File: src/rtl/mem320_pkg.sv
// Shared constants, types and address helper for the 320x240 double-banked
// pixel store scanout path.
package mem320_pkg;

    localparam int VGA_H_ACTIVE = 640;
    localparam int VGA_H_FP     = 16;
    localparam int VGA_H_SYNC   = 96;
    localparam int VGA_H_BP     = 48;
    localparam int VGA_V_ACTIVE = 480;
    localparam int VGA_V_FP     = 10;
    localparam int VGA_V_SYNC   = 2;
    localparam int VGA_V_BP     = 33;

    localparam int IMG_W     = 320;
    localparam int IMG_H     = 240;
    localparam int BANK_SIZE = IMG_W * IMG_H;

    typedef logic [17:0] addr_t;
    typedef logic [7:0]  pix_t;

    typedef enum logic {
        WAIT_LOAD = 1'b0,
        SCAN      = 1'b1
    } scan_state_t;

    function automatic addr_t bank_base(input logic bank);
        return bank ? addr_t'(BANK_SIZE) : '0;
    endfunction

    // Screen (x,y) to store address with 2x2 pixel doubling; row*320 = row*256 + row*64.
    function automatic addr_t pix_addr(input logic bank, input logic [9:0] x, input logic [9:0] y);
        addr_t row;
        addr_t col;
        row = addr_t'(y >> 1);
        col = addr_t'(x >> 1);
        return bank_base(bank) + (row << 8) + (row << 6) + col;
    endfunction

endpackage

File: src/rtl/vga_timing_gen.sv
// Pixel-enable driven horizontal/vertical counters with sync, active-video
// and frame-boundary decode at the counter stage.
module vga_timing_gen
    import mem320_pkg::*;
#(
    parameter int H_ACTIVE = VGA_H_ACTIVE,
    parameter int H_FP     = VGA_H_FP,
    parameter int H_SYNC   = VGA_H_SYNC,
    parameter int H_BP     = VGA_H_BP,
    parameter int V_ACTIVE = VGA_V_ACTIVE,
    parameter int V_FP     = VGA_V_FP,
    parameter int V_SYNC   = VGA_V_SYNC,
    parameter int V_BP     = VGA_V_BP
) (
    input  logic       i_clk,
    input  logic       i_rst_n,
    input  logic       i_pix_en,
    output logic [9:0] o_hcnt,
    output logic [9:0] o_vcnt,
    output logic       o_active,
    output logic       o_hsync_n,
    output logic       o_vsync_n,
    output logic       o_frame_bnd
);

    localparam logic [9:0] H_LAST   = 10'(H_ACTIVE + H_FP + H_SYNC + H_BP - 1);
    localparam logic [9:0] V_LAST   = 10'(V_ACTIVE + V_FP + V_SYNC + V_BP - 1);
    localparam logic [9:0] H_ACT    = 10'(H_ACTIVE);
    localparam logic [9:0] V_ACT    = 10'(V_ACTIVE);
    localparam logic [9:0] HS_FIRST = 10'(H_ACTIVE + H_FP);
    localparam logic [9:0] HS_LAST  = 10'(H_ACTIVE + H_FP + H_SYNC - 1);
    localparam logic [9:0] VS_FIRST = 10'(V_ACTIVE + V_FP);
    localparam logic [9:0] VS_LAST  = 10'(V_ACTIVE + V_FP + V_SYNC - 1);

    logic [9:0] r_hcnt;
    logic [9:0] r_vcnt;

    always_ff @(posedge i_clk or negedge i_rst_n) begin
        if (!i_rst_n) begin
            r_hcnt <= '0;
            r_vcnt <= '0;
        end else if (i_pix_en) begin
            if (r_hcnt == H_LAST) begin
                r_hcnt <= '0;
                r_vcnt <= (r_vcnt == V_LAST) ? '0 : r_vcnt + 10'd1;
            end else begin
                r_hcnt <= r_hcnt + 10'd1;
            end
        end
    end

    assign o_hcnt      = r_hcnt;
    assign o_vcnt      = r_vcnt;
    assign o_active    = (r_hcnt < H_ACT) && (r_vcnt < V_ACT);
    assign o_hsync_n   = !((r_hcnt >= HS_FIRST) && (r_hcnt <= HS_LAST));
    assign o_vsync_n   = !((r_vcnt >= VS_FIRST) && (r_vcnt <= VS_LAST));
    assign o_frame_bnd = (r_hcnt == '0) && (r_vcnt == '0);

endmodule

File: src/rtl/mem320_scanout_ctrl.sv
// Scanout controller: VGA timing, pixel-doubled store addressing, bank
// double-buffering on done640 edges, and a two-stage aligned output pipeline.
module mem320_scanout_ctrl
    import mem320_pkg::*;
#(
    parameter int H_ACTIVE = VGA_H_ACTIVE,
    parameter int H_FP     = VGA_H_FP,
    parameter int H_SYNC   = VGA_H_SYNC,
    parameter int H_BP     = VGA_H_BP,
    parameter int V_ACTIVE = VGA_V_ACTIVE,
    parameter int V_FP     = VGA_V_FP,
    parameter int V_SYNC   = VGA_V_SYNC,
    parameter int V_BP     = VGA_V_BP
) (
    input  logic        clk,
    input  logic        rst_n,
    input  logic        pix_en,
    input  logic        done640,
    output logic [17:0] mem_addr,
    input  logic [7:0]  mem_data,
    output logic        hsync,
    output logic        vsync,
    output logic        de,
    output logic [7:0]  pixel,
    output logic        frame_start,
    output logic        bank_active,
    output logic        dbg_state
);

    logic [9:0]  w_hcnt;
    logic [9:0]  w_vcnt;
    logic        w_active;
    logic        w_hsync_n;
    logic        w_vsync_n;
    logic        w_frame_bnd;
    logic        w_edge;
    scan_state_t w_state_nxt;
    logic        w_bank_nxt;
    logic        w_pending_nxt;

    scan_state_t r_state;
    logic        r_bank;
    logic        r_pending;
    logic        r_sync0;
    logic        r_sync1;
    logic        r_sync_prev;
    addr_t       r_mem_addr;
    logic        r_de_d1;
    logic        r_hs_d1;
    logic        r_vs_d1;
    logic        r_fb_d1;
    logic        r_de;
    logic        r_hs;
    logic        r_vs;
    logic        r_fs;
    pix_t        r_pixel;

    vga_timing_gen #(
        .H_ACTIVE(H_ACTIVE), .H_FP(H_FP), .H_SYNC(H_SYNC), .H_BP(H_BP),
        .V_ACTIVE(V_ACTIVE), .V_FP(V_FP), .V_SYNC(V_SYNC), .V_BP(V_BP)
    ) u_timing (
        .i_clk       (clk),
        .i_rst_n     (rst_n),
        .i_pix_en    (pix_en),
        .o_hcnt      (w_hcnt),
        .o_vcnt      (w_vcnt),
        .o_active    (w_active),
        .o_hsync_n   (w_hsync_n),
        .o_vsync_n   (w_vsync_n),
        .o_frame_bnd (w_frame_bnd)
    );

    assign w_edge = r_sync1 && !r_sync_prev;

    // The boundary consumes the old pending; an edge on that same tick re-arms it.
    always_comb begin
        w_state_nxt   = r_state;
        w_bank_nxt    = r_bank;
        w_pending_nxt = r_pending;
        if (w_frame_bnd && r_pending) begin
            w_pending_nxt = 1'b0;
            case (r_state)
                WAIT_LOAD: w_state_nxt = SCAN;
                SCAN:      w_bank_nxt  = !r_bank;
                default:   w_state_nxt = WAIT_LOAD;
            endcase
        end
        if (w_edge) begin
            w_pending_nxt = 1'b1;
        end
    end

    always_ff @(posedge clk or negedge rst_n) begin
        if (!rst_n) begin
            r_state     <= WAIT_LOAD;
            r_bank      <= 1'b0;
            r_pending   <= 1'b0;
            r_sync0     <= 1'b0;
            r_sync1     <= 1'b0;
            r_sync_prev <= 1'b0;
            r_mem_addr  <= '0;
            r_de_d1     <= 1'b0;
            r_hs_d1     <= 1'b1;
            r_vs_d1     <= 1'b1;
            r_fb_d1     <= 1'b0;
            r_de        <= 1'b0;
            r_hs        <= 1'b1;
            r_vs        <= 1'b1;
            r_fs        <= 1'b0;
            r_pixel     <= '0;
        end else if (pix_en) begin
            r_state     <= w_state_nxt;
            r_bank      <= w_bank_nxt;
            r_pending   <= w_pending_nxt;
            r_sync0     <= done640;
            r_sync1     <= r_sync0;
            r_sync_prev <= r_sync1;
            // Address uses the post-boundary bank so (0,0) of a new frame reads the new bank.
            r_mem_addr  <= w_active ? pix_addr(w_bank_nxt, w_hcnt, w_vcnt) : bank_base(w_bank_nxt);
            r_de_d1     <= w_active;
            r_hs_d1     <= w_hsync_n;
            r_vs_d1     <= w_vsync_n;
            r_fb_d1     <= w_frame_bnd;
            r_de        <= r_de_d1;
            r_hs        <= r_hs_d1;
            r_vs        <= r_vs_d1;
            r_fs        <= r_fb_d1;
            r_pixel     <= (r_de_d1 && r_state == SCAN) ? mem_data : '0;
        end else begin
            r_fs        <= 1'b0;
        end
    end

    assign mem_addr    = r_mem_addr;
    assign hsync       = r_hs;
    assign vsync       = r_vs;
    assign de          = r_de;
    assign pixel       = r_pixel;
    assign frame_start = r_fs;
    assign bank_active = r_bank;
    assign dbg_state   = r_state;

endmodule

File: config.mk
export PLATFORM = sky130hd
export DESIGN_NAME = mem320_scanout_ctrl
export DESIGN_NICKNAME = d
export VERILOG_FILES = /design/src/rtl/mem320_pkg.sv /design/src/rtl/vga_timing_gen.sv /design/src/rtl/mem320_scanout_ctrl.sv
export SDC_FILE = /design/constraint.sdc
export NUM_CORES = 1
export LEC_CHECK = 0
export ABC_AREA = 1
export CAP_MARGIN = 40
export CORE_MARGIN = 3
export CORE_UTILIZATION = 50
export CTS_CLUSTER_SIZE = 16
export DETAILED_ROUTE_END_ITERATION = 8
export PLACE_DENSITY = 0.78
export SYNTH_ARGS = -nofsm -noshare
export SYNTH_HDL_FRONTEND = slang
export SYNTH_HIERARCHICAL = 1
export SYNTH_SLANG_ARGS = --single-unit
File: constraint.sdc
create_clock -name clk -period 3.6 [get_ports clk]
set_input_delay 1.08 -clock clk [delete_from_list [all_inputs] [get_ports clk]]
set_output_delay 1.08 -clock clk [all_outputs]
set_load 0.005 [all_outputs]
After elaboration in Yosys (flattened, before gate mapping)
Cells that the tools add are included.

Register bits: 60. Input bits: 12. Word-level logic and storage cells: 58.

Add/sub/neg operators: 5. $lt $le $gt $ge: 6. Eq/ne operators: 2. Muxes and demuxes: 10. Reductions and logical operators: 17.

Operators by type and width (number): $add 10x1->10 const B (2); $eq 10x10->1 const B (2); $logic_not 10->1 (2); $mux 10 (2); $add 18x15->18 (1); $add 18x17->18 (1); $add 18x9->18 (1); $mux 18 (1); $mux 17 (1); $ge 10x10->1 const B (1); $ge 10x9->1 const B (1); $le 10x10->1 const B (1); $le 10x9->1 const B (1); $lt 10x10->1 const B (1); $lt 10x9->1 const B (1); $mux 8 (1); $logic_and 1x1->1 (7); $reduce_and 2->1 (3); $mux 1 (5); $logic_not 1->1 (4); $reduce_bool 2->1 (1).

Depth between registers and ports, before layout
Depth after elaboration: 9. Mapped depth: 19.

Cells and area by module
The synthesis kept the hierarchy.

Modules (own cells, without submodules): mem320_scanout_ctrl (times used 1, cells an instance 260, area an instance 2255.9 um^2, seq. area each 1006.0 um^2); vga_timing_gen (times used 1, cells an instance 171, area an instance 1261.2 um^2, seq. area each 500.5 um^2).

Worst setup path after synthesis
Ideal clock, no wire load.

Kind: register to register. Start point: reg u_timing.r_vcnt[0] (netlist: u_timing/o_vcnt[0]). End point: reg r_mem_addr[16] (netlist: mem_addr[16]). Data arrival time: 3.175 ns. Required time: 3.523 ns. Slack: 0.347 ns. Stages on the path, launching flop included: 17. Path buffers: 0. Clock period less this slack: 3.253 ns. Cells stage by stage: dfrtp_1 inv_1 ha_1 nand4_1 nor4_1 nand3_4 xor2_4 inv_4 fa_1 ha_1 a21oi_1 nand2_1 nand2_1 nand3_1 nand2_1 nand3_1 a21oi_1.

Cells in the longest elaborated chain, start to end: 9. Elaborated cells on any way between the ends: 11. Those cells by class: add/sub (3); order compare (1); mux (3); reduce/logical (4).

Ends and longest elaborated chain: start, declared (RTL line vga_timing_gen.sv:36) `logic [9:0] r_vcnt;`; start signal, assigned (RTL line vga_timing_gen.sv:45) `r_vcnt <= (r_vcnt == V_LAST) ? '0 : r_vcnt + 10'd1;`; $logic_not 10->1 * (RTL line vga_timing_gen.sv:57) `assign o_frame_bnd = (r_hcnt == '0) && (r_vcnt == '0);`; $logic_and 1x1->1 * (RTL line vga_timing_gen.sv:57); named net w_frame_bnd (RTL line mem320_scanout_ctrl.sv:35) `logic w_frame_bnd;`; $logic_and 1x1->1 * (RTL line mem320_scanout_ctrl.sv:80) `if (w_frame_bnd && r_pending) begin`; $mux 1 * (RTL line mem320_scanout_ctrl.sv:80); named net w_bank_nxt (RTL line mem320_scanout_ctrl.sv:38) `logic w_bank_nxt;`; $mux 17 * (RTL line mem320_pkg.sv:27) `return bank ? addr_t'(BANK_SIZE) : '0;`; $add 18x17->18 (RTL line mem320_pkg.sv:36) `return bank_base(bank) + (row << 8) + (row << 6) + col;`; $add 18x15->18 (RTL line mem320_pkg.sv:36); $add 18x9->18 (RTL line mem320_pkg.sv:36); $mux 18 * (RTL line mem320_scanout_ctrl.sv:119) `r_mem_addr <= w_active ? pix_addr(w_bank_nxt, w_hcnt, w_vcnt) : bank_base(w_bank_nxt);`; end signal, assigned (RTL line mem320_scanout_ctrl.sv:119); end, declared (RTL line mem320_scanout_ctrl.sv:47) `addr_t r_mem_addr;`.

The timed path passes the listed nets; every way through them passes the cells marked *. A chain may end at the register's enable or synchronous reset.

Worst setup path in the final report
Same ends and word-level chain as after synthesis.

==> metrics.md <==
| Metric | Value |
|---|---|
| Fillers | `556` |
| Register area share after synthesis | `0.428` |
| Worst Path Arrival | `between 3 and 4 ns` |
| First-pass GRT wire length | `~14000 µm` |
| Cts hold-fix bufs | `0` |
| N_diodes | `0` |
| Post-synth top area share | `0.398` |
| Synth top area cells | `dfrtp_1 40%, nand2_1 14%, ha_1 7.5%` |
| Critical-path cell list | `inv_1 -> ha_1 -> nand4_1 -> nor4_1 -> buf_4 -> nand3_4 -> xor2_4 -> inv_4 -> fa_1 -> ha_1 -> nand2_1 -> inv_1 -> nand2_1 -> nand2_1 -> nand2_1 -> nand3_1 -> nand2_1 -> nand3_1 -> a21oi_1` |
| Final hold violations | `0` |
| CTS Root Cell | `clkbuf_8` |
| CP delay by family, top | `adder cells` |
| Reg2Reg Launch Point | `u_timing/o_vcnt[0]$_DFFE_PN0P_` |
| Worst Max-Slew Pin Slew | `~0.75 ns` |
| Die Area | `0.00808 mm²` |
| Required time of the critical path | `3.87 ns` |
| Synth Register Bits | `60` |
| Final period utilization | `0.909` |
| GP Congestion | `a little over 0.9` |
| CTS tree | `built` |
| Largest net degree at the start of global routing | `61` |
| Yosys warns | `6` |
| Hold Path Depth | `2` |
| EDFF count, synth | `0` |
| Num CTS Buffers | `9` |
| Status | `finished, final reports clean` |
| Inst Count DP | `roughly 570` |
| Synth Cell Area | `approximately 0.0035 mm²` |
| Placed cell area | `just over 0.004 mm²` |
| CTS clk-pin slew, worst paths | `~0.07 ns` |
| Ys flop type | `dfrtp_1` |
| Rows | `29` |
| Setup TNS | `0 ns` |
| Rel. slew slack | `0.503` |
| Port bufs | `43` |
| Die Height | `approximately 90 µm` |
| Reg2Reg Depth | `19` |
| Clock skew | `about 0.010 ns` |
| Vias per std cell | `5.25` |
| GRT Resource Usage Total | `0.205` |
| Horiz. Die Dim | `between 80 and 90 µm` |
| Area of the core | `approximately 0.0066 mm²` |
| Global route overflow | `0` |
| DP HPWL | `around 5800 µm` |
| DRC viols | `0` |
| Synthesized net count | `between 400 and 500` |
| Post-Layout Cell Count | `~580` |
| Post-DR wirelength/cell | `about 14 µm` |
| Hold Worst Slack | `about 0.46 ns` |
| Peak VDD IR | `roughly 390 µV` |
| Crit path top cell by count | `nand2_1` |
| Synthesized instance count | `approximately 430` |
| Final instance area | `0.00428 mm²` |
| Number of clock sinks | `60` |
| Pleak | `0.00214 µW` |
| Vias | `just over 3000` |
| Mapped Avg Cell Area | `~8.2 µm²` |
| Drt first pass iters | `5` |
| Type of destination of the critical path | `flip-flop` |
| Bufs on Longest Clock Path | `2` |
| Post-Route WL | `approximately 8000 µm` |
| Drt first-iter violations | `around 210` |
| CP Launch Type | `flip-flop` |
| Antenna violations before repair | `0` |
| Number of global-route vias before repair | `just under 3000` |
| CP Depth | `19` |
| Hold Path Sink | `vsync$_DFFE_PN1P_` |
| Number of max-cap violations | `0` |
| RSZ-0062 raised after global routing | `no` |
| Top-count cell post-synth | `nand2_1` |
| Largest area contributor in the netlist | `dfrtp_1` |
| Largest stage delay, worst path | `approximately 0.44 ns` |
| H-tree levels | `3` |
| Antenna Nets Post-Route | `0` |
| Reg2reg end | `mem_addr[16]$_DFFE_PN0P_` |
| Final setup violation count | `0` |
| Initial Util | `0.536` |
| Min Tclk post-route | `between 3 and 4 ns` |
| IO Count | `44` |
| Power Density | `about 670 mW/mm²` |
| Critical path class | `reg -> reg` |
| Slowest cell on the critical path | `dfrtp_1` |
| Cell variety after synth | `40` |
| Maximum clock rate | `between 300 and 400 MHz` |
| P&R area growth vs syn | `21.7%` |
| Flop-to-flop setup slack | `0.33 ns` |
| Max Slew Vio Count | `0` |
| Synth top cells by count | `129 x nand2_1, 56 x dfrtp_1, 49 x inv_1` |
| Hold Path Origin | `vsync$_DFFE_PN1P_` |
| HP Class | `reg -> reg` |
| NumNets Final | `522` |
| Layout cells sized above 1 | `0.116` |
| Crit path max fanout | `6` |
| Worst path bufs/invs | `4` |
| Post-synthesis async set-or-reset flop share | `1.00` |
| Worst-Skew Late Latency | `between 0.3 and 0.4 ns` |
cells in the final DEF (no fill, tap or decap), drive strengths merged:
master,Yosys,routed
bufinv,0,1
nor4,2,2
a21oi,12,12
a22o,8,8
clkbuf,2,9
a31o,1,1
o211ai,1,1
xor2,5,5
a21o,2,2
dfstp,4,4
xnor2,4,4
nand4,10,10
o21bai,2,2
buf,9,13
nand3,28,28
nand3b,2,2
inv,52,53
clkdlybuf4s50,0,42
dfrtp,56,56
o21ai,31,31
fa,3,3
or2,4,4
nor3,6,6
nor2,35,35
ha,21,21
clkinv,0,5
a21boi,1,1
nand2,130,130
kinds of logic (layout without fill, tap and decap cells):
group / Yosys count / in the layout / share of synthesized area
DFF: 60 / 60 / 0.428
adders and majority gates: 24 / 24 / 0.0918
AOI/OAI and AO/OA: 58 / 58 / 0.108
buffers and inverters: 63 / 123 / 0.0765
xor gates and xnor gates: 9 / 9 / 0.0277
and+or+nand+nor: 217 / 217 / 0.268
through the flow:
step	utilization	power, µW	setup slack (ns)
after CTS	0.648	2860	0.273
after floorplan	-	1830	0.347
after global routing	0.652	3120	0.00339
after global placement	0.617	2200	0.428
final	0.652	2880	0.327
after detailed placement	0.617	2230	0.291
tightest hold or removal path, cell delays in order, from the launching register on:
cell	delay (ns)
dfstp_2	0.37
nand2_1	0.05
nand2_1	0.04
sequential cells by signal, indices dropped and copies added, names as in the netlist:
| register | count |
|---|---|
| r_hs_d1 | 1 |
| vsync | 1 |
| de | 1 |
| r_sync0 | 1 |
| r_sync_prev | 1 |
| mem_addr | 18 |
| u_timing/o_vcnt | 10 |
| bank_active | 1 |
| r_fb_d1 | 1 |
| hsync | 1 |
| frame_start | 1 |
| r_de_d1 | 1 |
| u_timing/o_hcnt | 10 |
| pixel | 8 |
| r_pending | 1 |
| dbg_state | 1 |
| r_vs_d1 | 1 |
| r_sync1 | 1 |
where the power goes:
group	total, µW	switching [µW]	internal, µW	leakage [µW]
Sequential	972	149	823	0.000763
Combinational	1290	731	555	0.00128
Clock	617	294	323	0.000104
Total	2880	1170	1700	0.00214
layer usage:
layer | global-route usage | up-vias | wire length, µm
met4 | 0.0753 | 0 | 148
met1 | 0.274 | 1467 | 3600
li1 | - | 1504 | -
met2 | 0.325 | 82 | 3740
met3 | 0.0501 | 13 | 458
met5 | 0 | - | 0
repair_timing:
item,4_1_cts,5_1_grt
setup endpoints to repair,0,3
buffers inserted,0,3
resized for setup,0,1
worst max path at each step:
stage               slack [ns]                       end                           start
floorplan                 0.35  mem_addr[16]$_DFFE_PN0P_  u_timing/o_vcnt[0]$_DFFE_PN0P_
global placement          0.43  mem_addr[16]$_DFFE_PN0P_  u_timing/o_vcnt[0]$_DFFE_PN0P_
detailed placement        0.29  mem_addr[16]$_DFFE_PN0P_  u_timing/o_vcnt[0]$_DFFE_PN0P_
CTS                       0.27  mem_addr[16]$_DFFE_PN0P_  u_timing/o_vcnt[0]$_DFFE_PN0P_
global route             0.003  mem_addr[16]$_DFFE_PN0P_  u_timing/o_vcnt[0]$_DFFE_PN0P_
finish                    0.33  mem_addr[16]$_DFFE_PN0P_  u_timing/o_vcnt[0]$_DFFE_PN0P_
area by class of cell:
class / count / area (µm²) / area share
Clock inverter: 7 / 75.1 / 0.0175
Timing Repair Buffer: 55 / 515 / 0.120
Multi-Input combinational cell: 308 / 1750 / 0.408
Sequential cell: 60 / 1510 / 0.352
Inverter: 52 / 198 / 0.0462
Clock buffer: 9 / 124 / 0.0289
Tap cell: 93 / 116 / 0.0272
Power figures use the tool's default switching activity.
